$ cat config.mk
export PLATFORM = sky130hd
export DESIGN_NAME = vga_timing_gen
export DESIGN_NICKNAME = d
export VERILOG_FILES = /design/src/rtl/vga_timing_gen.sv
export SDC_FILE = /design/constraint.sdc
export NUM_CORES = 1
export LEC_CHECK = 0
export BUFFER_PORTS_ARGS = -buffer_cell sky130_fd_sc_hd__buf_2
export CAP_MARGIN = 40
export CELL_PAD_IN_SITES_DETAIL_PLACEMENT = 1
export CELL_PAD_IN_SITES_GLOBAL_PLACEMENT = 1
export CORE_MARGIN = 10
export CORE_UTILIZATION = 40
export DETAILED_ROUTE_END_ITERATION = 7
export GPL_ROUTABILITY_DRIVEN = 0
export PLACE_DENSITY_LB_ADDON = 0.1
export SLEW_MARGIN = 20
export SYNTH_ARGS = -nofsm -noshare
export SYNTH_HDL_FRONTEND = slang
export SYNTH_SLANG_ARGS = --single-unit
$ cat constraint.sdc
create_clock -name clk25M -period 3.8 [get_ports clk25M]
set_input_delay 0.38 -clock clk25M [delete_from_list [all_inputs] [get_ports clk25M]]
set_output_delay 0.38 -clock clk25M [all_outputs]
set_load 0.05 [all_outputs]
$ cat src/rtl/vga_timing_gen.sv
// Raster timing generator for 640x480@60 on a 25 MHz pixel clock.
// Every output is registered and decoded from the next counter values, so all outputs line up with hpos/vpos.
module vga_timing_gen #(
    parameter int   H_VIS       = 640,
    parameter int   H_FP        = 16,
    parameter int   H_SYNC      = 96,
    parameter int   H_BP        = 48,
    parameter int   V_VIS       = 480,
    parameter int   V_FP        = 10,
    parameter int   V_SYNC      = 2,
    parameter int   V_BP        = 33,
    parameter logic SYNC_POL    = 1'b0,
    parameter int   STRIP_LINES = 32
) (
    input  logic       clk25M,
    input  logic       reset,
    output logic [9:0] hpos,
    output logic [9:0] vpos,
    output logic       hsync,
    output logic       vsync,
    output logic       display_en,
    output logic       line_tick,
    output logic       frame_tick,
    output logic       bank_sel,
    output logic [3:0] strip_idx,
    output logic [7:0] frame_cnt
);

    localparam int H_TOTAL     = H_VIS + H_FP + H_SYNC + H_BP;
    localparam int V_TOTAL     = V_VIS + V_FP + V_SYNC + V_BP;
    localparam int STRIP_SHIFT = $clog2(STRIP_LINES);

    localparam logic [9:0] H_LAST     = 10'(H_TOTAL - 1);
    localparam logic [9:0] V_LAST     = 10'(V_TOTAL - 1);
    localparam logic [9:0] H_VIS_W    = 10'(H_VIS);
    localparam logic [9:0] V_VIS_W    = 10'(V_VIS);
    localparam logic [9:0] HS_START   = 10'(H_VIS + H_FP);
    localparam logic [9:0] HS_END     = 10'(H_VIS + H_FP + H_SYNC - 1);
    localparam logic [9:0] VS_START   = 10'(V_VIS + V_FP);
    localparam logic [9:0] VS_END     = 10'(V_VIS + V_FP + V_SYNC - 1);
    localparam logic [9:0] STRIP_MASK = 10'(STRIP_LINES - 1);

    logic [9:0] hpos_reg, hpos_next;
    logic [9:0] vpos_reg, vpos_next;
    logic       hsync_reg, hsync_next;
    logic       vsync_reg, vsync_next;
    logic       display_en_reg, display_en_next;
    logic       line_tick_reg, line_tick_next;
    logic       frame_tick_reg, frame_tick_next;
    logic       bank_sel_reg, bank_sel_next;
    logic [3:0] strip_idx_reg, strip_idx_next;
    logic [7:0] frame_cnt_reg, frame_cnt_next;
    logic       line_start;
    logic       vis_line;
    logic       strip_boundary;

    always_comb begin
        hpos_next = hpos_reg + 10'd1;
        vpos_next = vpos_reg;
        if (hpos_reg == H_LAST) begin
            hpos_next = '0;
            if (vpos_reg == V_LAST) begin
                vpos_next = '0;
            end else begin
                vpos_next = vpos_reg + 10'd1;
            end
        end

        // hpos only reaches 0 via a wrap, so the reset-held position never raises a tick
        line_start      = (hpos_next == '0);
        vis_line        = (vpos_next < V_VIS_W);
        display_en_next = (hpos_next < H_VIS_W) && vis_line;
        hsync_next      = (hpos_next >= HS_START && hpos_next <= HS_END) ? SYNC_POL : ~SYNC_POL;
        vsync_next      = (vpos_next >= VS_START && vpos_next <= VS_END) ? SYNC_POL : ~SYNC_POL;
        line_tick_next  = line_start;
        frame_tick_next = line_start && (vpos_next == V_VIS_W);

        // Bank flips at the top of every strip after the first, including the one at vblank start;
        // the frame wrap always restores bank 0 regardless of parity.
        strip_boundary = line_start && (vpos_next != '0) && ((vpos_next & STRIP_MASK) == '0)
                         && (vpos_next <= V_VIS_W);
        if (line_start && vpos_next == '0) begin
            bank_sel_next = 1'b0;
        end else begin
            bank_sel_next = bank_sel_reg ^ strip_boundary;
        end

        strip_idx_next = vis_line ? 4'(vpos_next >> STRIP_SHIFT) : 4'd0;
        frame_cnt_next = frame_cnt_reg + {7'd0, frame_tick_next};
    end

    always_ff @(posedge clk25M) begin
        if (reset) begin
            hpos_reg       <= '0;
            vpos_reg       <= '0;
            hsync_reg      <= ~SYNC_POL;
            vsync_reg      <= ~SYNC_POL;
            display_en_reg <= 1'b0;
            line_tick_reg  <= 1'b0;
            frame_tick_reg <= 1'b0;
            bank_sel_reg   <= 1'b0;
            strip_idx_reg  <= '0;
            frame_cnt_reg  <= '0;
        end else begin
            hpos_reg       <= hpos_next;
            vpos_reg       <= vpos_next;
            hsync_reg      <= hsync_next;
            vsync_reg      <= vsync_next;
            display_en_reg <= display_en_next;
            line_tick_reg  <= line_tick_next;
            frame_tick_reg <= frame_tick_next;
            bank_sel_reg   <= bank_sel_next;
            strip_idx_reg  <= strip_idx_next;
            frame_cnt_reg  <= frame_cnt_next;
        end
    end

    assign hpos       = hpos_reg;
    assign vpos       = vpos_reg;
    assign hsync      = hsync_reg;
    assign vsync      = vsync_reg;
    assign display_en = display_en_reg;
    assign line_tick  = line_tick_reg;
    assign frame_tick = frame_tick_reg;
    assign bank_sel   = bank_sel_reg;
    assign strip_idx  = strip_idx_reg;
    assign frame_cnt  = frame_cnt_reg;

endmodule

==> summary by stage, run 1 <==
Outcome
The flow ran to the end, and the final reports show no timing, DRC or antenna violations.

CTS
The clock sink total is 38. Clock-pin slew was measured on the worst setup and hold paths at 0.08 ns. The cell chosen for the clock root is sky130_fd_sc_hd__clkbuf_8. For this design, the CTS-stage hold fixing added 0 buffers. The clock insertion delay at the later pin of the skew report is slightly below 0.3 ns.

TritonCTS built the clock tree. Gates resized during post-CTS repair numbered 0. Clock tree synthesis inserted a total of 5 buffers. The maximum clock insertion buffer count is 2.

The count of H-tree levels built during CTS is 2. The total setup buffers inserted after CTS is 0.

Critical path
The data required time at the worst endpoint is about 4.0 ns. The maximum cell stage delay along the critical path is between 0.5 and 0.6 ns. Along the worst path, the maximum fanout reaches 7.

Grouping stages by cell kind, the critical path spends the most delay in simple AND/OR/NAND/NOR gates. The type of element capturing the critical path is a register. The number of gates on the worst path with buffers counted is 12. The number of cell instances on the worst register-to-register path is 12. The cell type of the slowest stage on the worst timing path is sky130_fd_sc_hd__or4_4. The data arrival time at the worst-slack endpoint is between 3 and 4 ns. The worst setup path is launched from a register. The minimum setup slack among reg-to-reg paths is around 0.43 ns. The worst register-to-register path ends at frame_cnt[5]. The critical path in this run is classified as reg -> reg. The total buffers and inverters traversed by the critical path is 0. The signal on the critical path passes through ha_1 -> and4_1 -> and3_1 -> nand3_1 -> mux2i_1 -> or4_4 -> nor2_1 -> ha_1 -> and3_1 -> nand3_1 -> xor2_1 -> nor2_1. The reg-to-reg startpoint is hpos[0].

Place
The quantity of I/O buffers inserted on ports is 39. The HPWL after detailed placement is 3770 um.

Drt
The detailed router finished its first iteration with between 100 and 150 violations. The number of optimization iterations in the first detailed-route pass is 4. The number of nets still failing antenna checks after routing is 0.

The detail-routed via count per cell is approximately 5.3. The routed via count is around 1700. The routed wire length is roughly 5200 um. For this run, design rule violations remaining after detail routing come to 0. Dividing the detail-routed wire length by the instance count gives about 16 um.

Pwr
Power spread over the standard cell area amounts to around 320 nW/um2. The leakage power figure is about 0.96 nW. After layout, the design draws a total of approximately 740 uW. The worst-case IR drop observed on VDD is 147 uV.

Die
The die area is ~8100 um2. The floorplan has 25 rows. The I/O pin total is 40. Measured along the x axis, the die boundary spans about 90 um. The area inside the core boundary is about 4700 um2. The initial utilization of the core area, before any placement, comes to between 40 and 50%. The chip height is around 90 um.

Yosys
Among all cell types in the netlist, the one instantiated most often is sky130_fd_sc_hd__dfxtp_1. The number of flip-flops and latches in the synthesized netlist is 38. The number of enable-type register cells in the synthesized netlist is 0. The Yosys step of the flow raised 0 warnings. Summing every instance area after synthesis gives between 1500 and 2000 um2. The net count after synthesis is 230. The largest total area in the synthesized netlist belongs to sky130_fd_sc_hd__dfxtp_1.

The proportion of synthesized flip-flops having asynchronous set or reset is 0%. After synthesis, the most frequently instantiated cells are 38 x sky130_fd_sc_hd__dfxtp_1, 31 x sky130_fd_sc_hd__nor2_1, 15 x sky130_fd_sc_hd__nand3_1, 12 x sky130_fd_sc_hd__xnor2_1, 9 x sky130_fd_sc_hd__a21oi_1. The register area share after synthesis is about 39%. The synthesized netlist cell count is roughly 220.

The most used flip-flop cell after synthesis is sky130_fd_sc_hd__dfxtp_1. In this run the biggest area consumer among cell types represents about 39% of the synthesized area. The synthesized area per cell is 8.86 um2. In the post-synthesis netlist, the biggest area contributors are sky130_fd_sc_hd__dfxtp_1 39%, sky130_fd_sc_hd__nor2_1 5.9%, sky130_fd_sc_hd__xnor2_1 5.4%. In this run, distinct cell masters in the synthesized netlist total 47.

STA
The minimum period implied by the final worst setup slack is ~3.4 ns. The max-slew violation total from the final report was 0. Derived from the worst setup path, the maximum achievable clock frequency is between 200 and 300 MHz. Of the available clock period, the critical path in the final layout requires 88.8%. The final number of hold-violating endpoints is 0.

The worst pin sits at a relative slew slack of between 50% and 60%. The final-layout setup total negative slack is 0 ns. The total setup violations reported at the end of the flow is 0. Setup repair after global routing left no endpoint under its margin. The setup clock skew after layout is roughly 0.0066 ns.

At the pin with the least slew margin, the transition time is approximately 0.67 ns.

Global routing
The all-layer global routing usage is between 10% and 20%. The first global-routing pass estimated around 8800 um of wire. The total congestion overflow after global routing is 0.

Entering global routing, the biggest net connects 33 pins. The via count of the first global-routing pass is 1803. The number of antenna violations at the first check in global routing is 0.

Worst hold path
The type of the most critical hold path is reg -> reg. The number of cells traversed by the worst hold path is 2. The path with the worst hold slack has its endpoint at bank_sel.

In this run the most critical hold path is launched from bank_sel.

Cells and area
The number of nets at the end of the flow is roughly 270. The number of antenna diodes in the final layout is 0. The proportion of layout cells with a drive suffix above 1 is between 20% and 30%.

The area growth from synthesis to layout is 17.9%.

Job
Max-cap violations in this run came to 0.
-- layer usage --
metal	up-vias	GRT usage (%)	share of wire, %
met5	-	0	0
met4	0	3.98	1.1
met3	6	3.66	4.8
met2	35	20.6	45
met1	825	15.8	49
li1	865	-	-
-- final cells by class --
class,count,area [um2]
fill,583,2410
multi-input combinational,166,1120
sequential,38,761
timing repair buffer,43,225
tap,67,83.8
clock buffer,6,82.6
inverter,5,18.8
clock inverter,2,12.5
-- cells by family after synthesis --
family	Yosys count	share of synthesized area, %
buf+inv	17	4.03
mux	2	1.02
simple gates	104	30.4
fa+ha+maj	7	4.47
compound gates	34	12.7
xor+xnor	19	8.50
flops	38	38.8
-- report_power, final --
part / switching (mW) / total (mW) / internal [mW]
sequential: 0.00501 / 0.406 / 0.401
combinational: 0.0270 / 0.0361 / 0.00912
clock: 0.147 / 0.293 / 0.146
-- placed cells by master (no fill, tap or decap), types with 5 or more instances in the layout --
cell type / count
sky130_fd_sc_hd__buf_2: 39
sky130_fd_sc_hd__ha_1: 7
sky130_fd_sc_hd__xor2_1: 7
sky130_fd_sc_hd__a21oi_1: 9
sky130_fd_sc_hd__inv_1: 5
sky130_fd_sc_hd__nand2_1: 7
sky130_fd_sc_hd__nor3_1: 6
sky130_fd_sc_hd__nor2b_1: 6
sky130_fd_sc_hd__xnor2_1: 12
sky130_fd_sc_hd__nor2_1: 31
sky130_fd_sc_hd__dfxtp_1: 38
sky130_fd_sc_hd__nand4_1: 6
sky130_fd_sc_hd__nand3_1: 15
sky130_fd_sc_hd__and3_1: 8
sky130_fd_sc_hd__clkbuf_8: 6
-- metrics by stage --
step / worst slack (ns) / util (%) / area (um2) / hold WS, ns / instances
after floorplan: 0.413 / - / 1960 / 0.464 / 221
after global placement: 0.488 / 46.7 / 2210 / 0.477 / 319
after detailed placement: 0.381 / 46.7 / 2210 / 0.485 / 319
after CTS: 0.366 / 48.7 / 2300 / 0.496 / 327
after global routing: 0.0620 / 48.9 / 2310 / 0.527 / 327
final: 0.426 / 48.9 / 2310 / 0.488 / 327
-- tightest hold or removal path: stages (launching register included) --
cell	delay [ns]
sky130_fd_sc_hd__dfxtp_1	0.32
sky130_fd_sc_hd__nand2b_1	0.06
sky130_fd_sc_hd__mux2i_1	0.06
-- how the worst max path moves through the flow --
stage	startpoint	to	slack, ns
after CTS	hpos[0]	frame_cnt[7]	0.37
after global placement	hpos[0]	frame_cnt[7]	0.49
after floorplan	hpos[0]	frame_cnt[5]	0.41
after detailed placement	hpos[0]	frame_cnt[7]	0.38
final	hpos[0]	frame_cnt[5]	0.43
after global routing	hpos[0]	frame_cnt[5]	0.06
Power figures use the tool's default switching activity.
==> run 2: changes to the inputs <==
--- a/config.mk
+++ b/config.mk
@@ -10,7 +10,7 @@
 export CELL_PAD_IN_SITES_DETAIL_PLACEMENT = 1
 export CELL_PAD_IN_SITES_GLOBAL_PLACEMENT = 1
 export CORE_MARGIN = 10
-export CORE_UTILIZATION = 40
+export CORE_UTILIZATION = 44
 export DETAILED_ROUTE_END_ITERATION = 7
 export GPL_ROUTABILITY_DRIVEN = 0
 export PLACE_DENSITY_LB_ADDON = 0.1
==> constraint.sdc (replaced) <==
create_clock -name clk25M -period 4.1 [get_ports clk25M]
set_input_delay 0.41 -clock clk25M [delete_from_list [all_inputs] [get_ports clk25M]]
set_output_delay 0.41 -clock clk25M [all_outputs]
set_load 0.05 [all_outputs]
==> run 2 against run 1 <==
Maximum frequency shrank 4.2%. Clock power is 13% lower. Critical path type unchanged. Register-to-register slack better by 0.15 ns. Largest cell class unchanged. Final area is 2.4% lower.
==> summary by stage, run 2 (synthesis results as in run 1) <==
Cells and area
After filler insertion, the fill cell instance count of the layout stands at roughly 540. The number of non-filler instances in the completed layout is 309. The growth of design area from synthesis to finish is 15.0%. In the final design database the tool counted between 200 and 300 nets. The leading cell type in the layout, fill and taps excluded is sky130_fd_sc_hd__buf_2. The proportion of layout cells with a drive suffix above 1 is around a quarter. In the layout the commonest cells are 39 x sky130_fd_sc_hd__buf_2, 38 x sky130_fd_sc_hd__dfxtp_1, 31 x sky130_fd_sc_hd__nor2_1. The number of inserted diodes is 0.

CTS
The clock slew at the register clock pins of the worst setup and hold paths is approximately 0.080 ns. The total setup buffers inserted after CTS is 0. The clock insertion delay at the later pin of the skew report is 0.29 ns. The count of H-tree levels built during CTS is 2. The clock sink total is 38. The TritonCTS clock tree is built.

The total of hold buffers inserted after clock tree synthesis is 0. Gates resized during post-CTS repair numbered 0. Clock tree synthesis inserted a total of 5 buffers. The cell chosen for the clock root is sky130_fd_sc_hd__clkbuf_8. Counting along the longest clock path gives a buffer depth of 2.

Die
The die covers 7520 um2. In this run the vertical extent of the chip is 86.7 um. The row count is 24.

The region available for standard cell placement spans 4320 um2. For this configuration, the core starts out at a cell density of 45.3%. The die is around 87 um wide. For this design the top-level I/O count stands at 40.

Drt
The total length of routed met3 wires is approximately 320 um. The starting DRC count in detailed routing is between 100 and 150. After detailed routing, the met2 layer carries about 2100 um of wire. For this block, the via count after detailed routing is roughly 1700.

The uppermost metal layer occupied by signal nets is met4. After detailed routing, the number of remaining DRC violations is 0. The detail-routed via count per cell is 5.51. The detail route stage leaves a number of antenna-violating nets equal to 0. In the final routing, the length of wire on met1 measures 2350 um.

The number of optimization iterations in the first detailed-route pass is 4. The routed wire length is 4840 um. After detailed routing, the average wire length per cell comes to approximately 16 um.

STA
For the finished layout, the period the worst path requires is about 3.5 ns. The final number of hold-violating endpoints is 0. The setup clock skew after layout is about 0.0066 ns. The final clock period utilization by the worst path is between 80% and 90%. Based on the critical path, the design can be clocked at up to 284 MHz. For the pin with the worst max-slew slack, the measured transition is just over 0.6 ns. The max-slew violation total from the final report is 0. The final-layout setup total negative slack is 0 ns.

Setup repair after global routing left no endpoint under its margin. Headroom to the max-slew limit came out at 59.7%. The final critical-path setup slack is just under 0.6 ns. The final hold slack is between 0.5 and 0.6 ns. Setup violations remaining at the end of the flow were counted as 0.

Place
The number of placed instances, taps included, is roughly 300. The quantity of I/O buffers inserted on ports is 39. The HPWL after detailed placement is roughly 3600 um. Prior to clock tree synthesis, the placed netlist has a worst setup slack of approximately 0.59 ns.

Global routing
The via count of the first global-routing pass is about 1700. The total congestion overflow after global routing is 0. The number of antenna violations at the first check in global routing came to 0.

Entering global routing, the biggest net connects 33 pins. The first global-routing pass estimated ~8400 um of wire. The all-layer global routing usage is 13.6%.

Critical path
For the worst flop-to-flop path, the logic depth is 12. The number of gates on the worst path with buffers counted is 12. Walking the worst path, the cells encountered are ha_1 -> and4_1 -> and3_1 -> nand3_1 -> mux2i_1 -> or4_4 -> nor2_1 -> ha_1 -> and3_1 -> nand3_1 -> xor2_1 -> nor2_1. Among all stages on the critical path, the largest delay is contributed by sky130_fd_sc_hd__or4_4. The data required time at the worst endpoint is between 4 and 5 ns. The total buffers and inverters traversed by the critical path is 0. The type of origin of the critical path is a register. The kind of cell with the highest combined delay on the critical path is simple AND/OR/NAND/NOR gates. The highest fanout seen on the critical path is 7. At the worst endpoint, the arrival time is ~3.7 ns. The maximum cell stage delay along the critical path is 0.57 ns. STA classifies the critical path endpoint as a register. The category of the most critical setup path is reg -> reg.

Pwr
The power density relative to cell area is around 300 nW/um2. The worst voltage drop across the vdd grid is about 190 uV. The leakage power figure is between 0.9 and 1 nW.

Job
The number of maximum-capacitance constraint violations is 0.

Outcome
The run finished with clean final reports.

Worst hold path
The worst hold path belongs to the class reg -> reg. The number of cells traversed by the worst hold path is 2.
-- run 2: through the flow --
stage                     utilization (%)  total power [mW]  instance area (um2)
final                                52.1             0.665                 2250
after global routing                 52.1             0.695                 2250
after CTS                            52.1             0.675                 2250
after detailed placement             50.1             0.419                 2170
after global placement               50.1             0.418                 2170
after floorplan                         -             0.410                 1960
-- run 2: worst paths after layout --
check | start | end | slack, ns
worst max register to register | hpos[0] | frame_cnt[7] | 0.58
worst min register to register | bank_sel | bank_sel | 0.51
worst min-delay path | bank_sel | bank_sel | 0.51
worst max-delay path | hpos[0] | frame_cnt[7] | 0.58
-- run 2: report_power, final --
group          total, mW  switching, mW  internal (mW)
Clock              0.256          0.136          0.120
Combinational     0.0324         0.0242        0.00820
Sequential         0.377        0.00445          0.372
-- run 2: metal layers --
| metal | GRT usage, % | vias up |
|---|---|---|
| met2 | 20.6 | 40 |
| met3 | 4.41 | 5 |
| met4 | 4.42 | 0 |
| li1 | - | 860 |
| met1 | 17.7 | 797 |
| met5 | 0 | - |
-- run 2: cell type report --
class	count	area, um2	area share (%)
multi-input cells	166	1120	49.7
flip-flops and latches	38	761	33.8
repair buffers	40	203	9.00
clock buffers	6	72.6	3.22
well taps	52	65.1	2.89
inverters	5	18.8	0.833
clock inverters	2	13.8	0.611
-- run 2: worst register-to-register path: stages, from the launching register on --
cell and delay, ns:
sky130_fd_sc_hd__dfxtp_1 0.43, sky130_fd_sc_hd__ha_1 0.29, sky130_fd_sc_hd__and4_1 0.43, sky130_fd_sc_hd__and3_1 0.36, sky130_fd_sc_hd__nand3_1 0.13, sky130_fd_sc_hd__mux2i_1 0.23, sky130_fd_sc_hd__or4_4 0.57, sky130_fd_sc_hd__nor2_1 0.22
sky130_fd_sc_hd__ha_1 0.21, sky130_fd_sc_hd__and3_1 0.22, sky130_fd_sc_hd__nand3_1 0.11, sky130_fd_sc_hd__xor2_1 0.14, sky130_fd_sc_hd__nor2_1 0.05
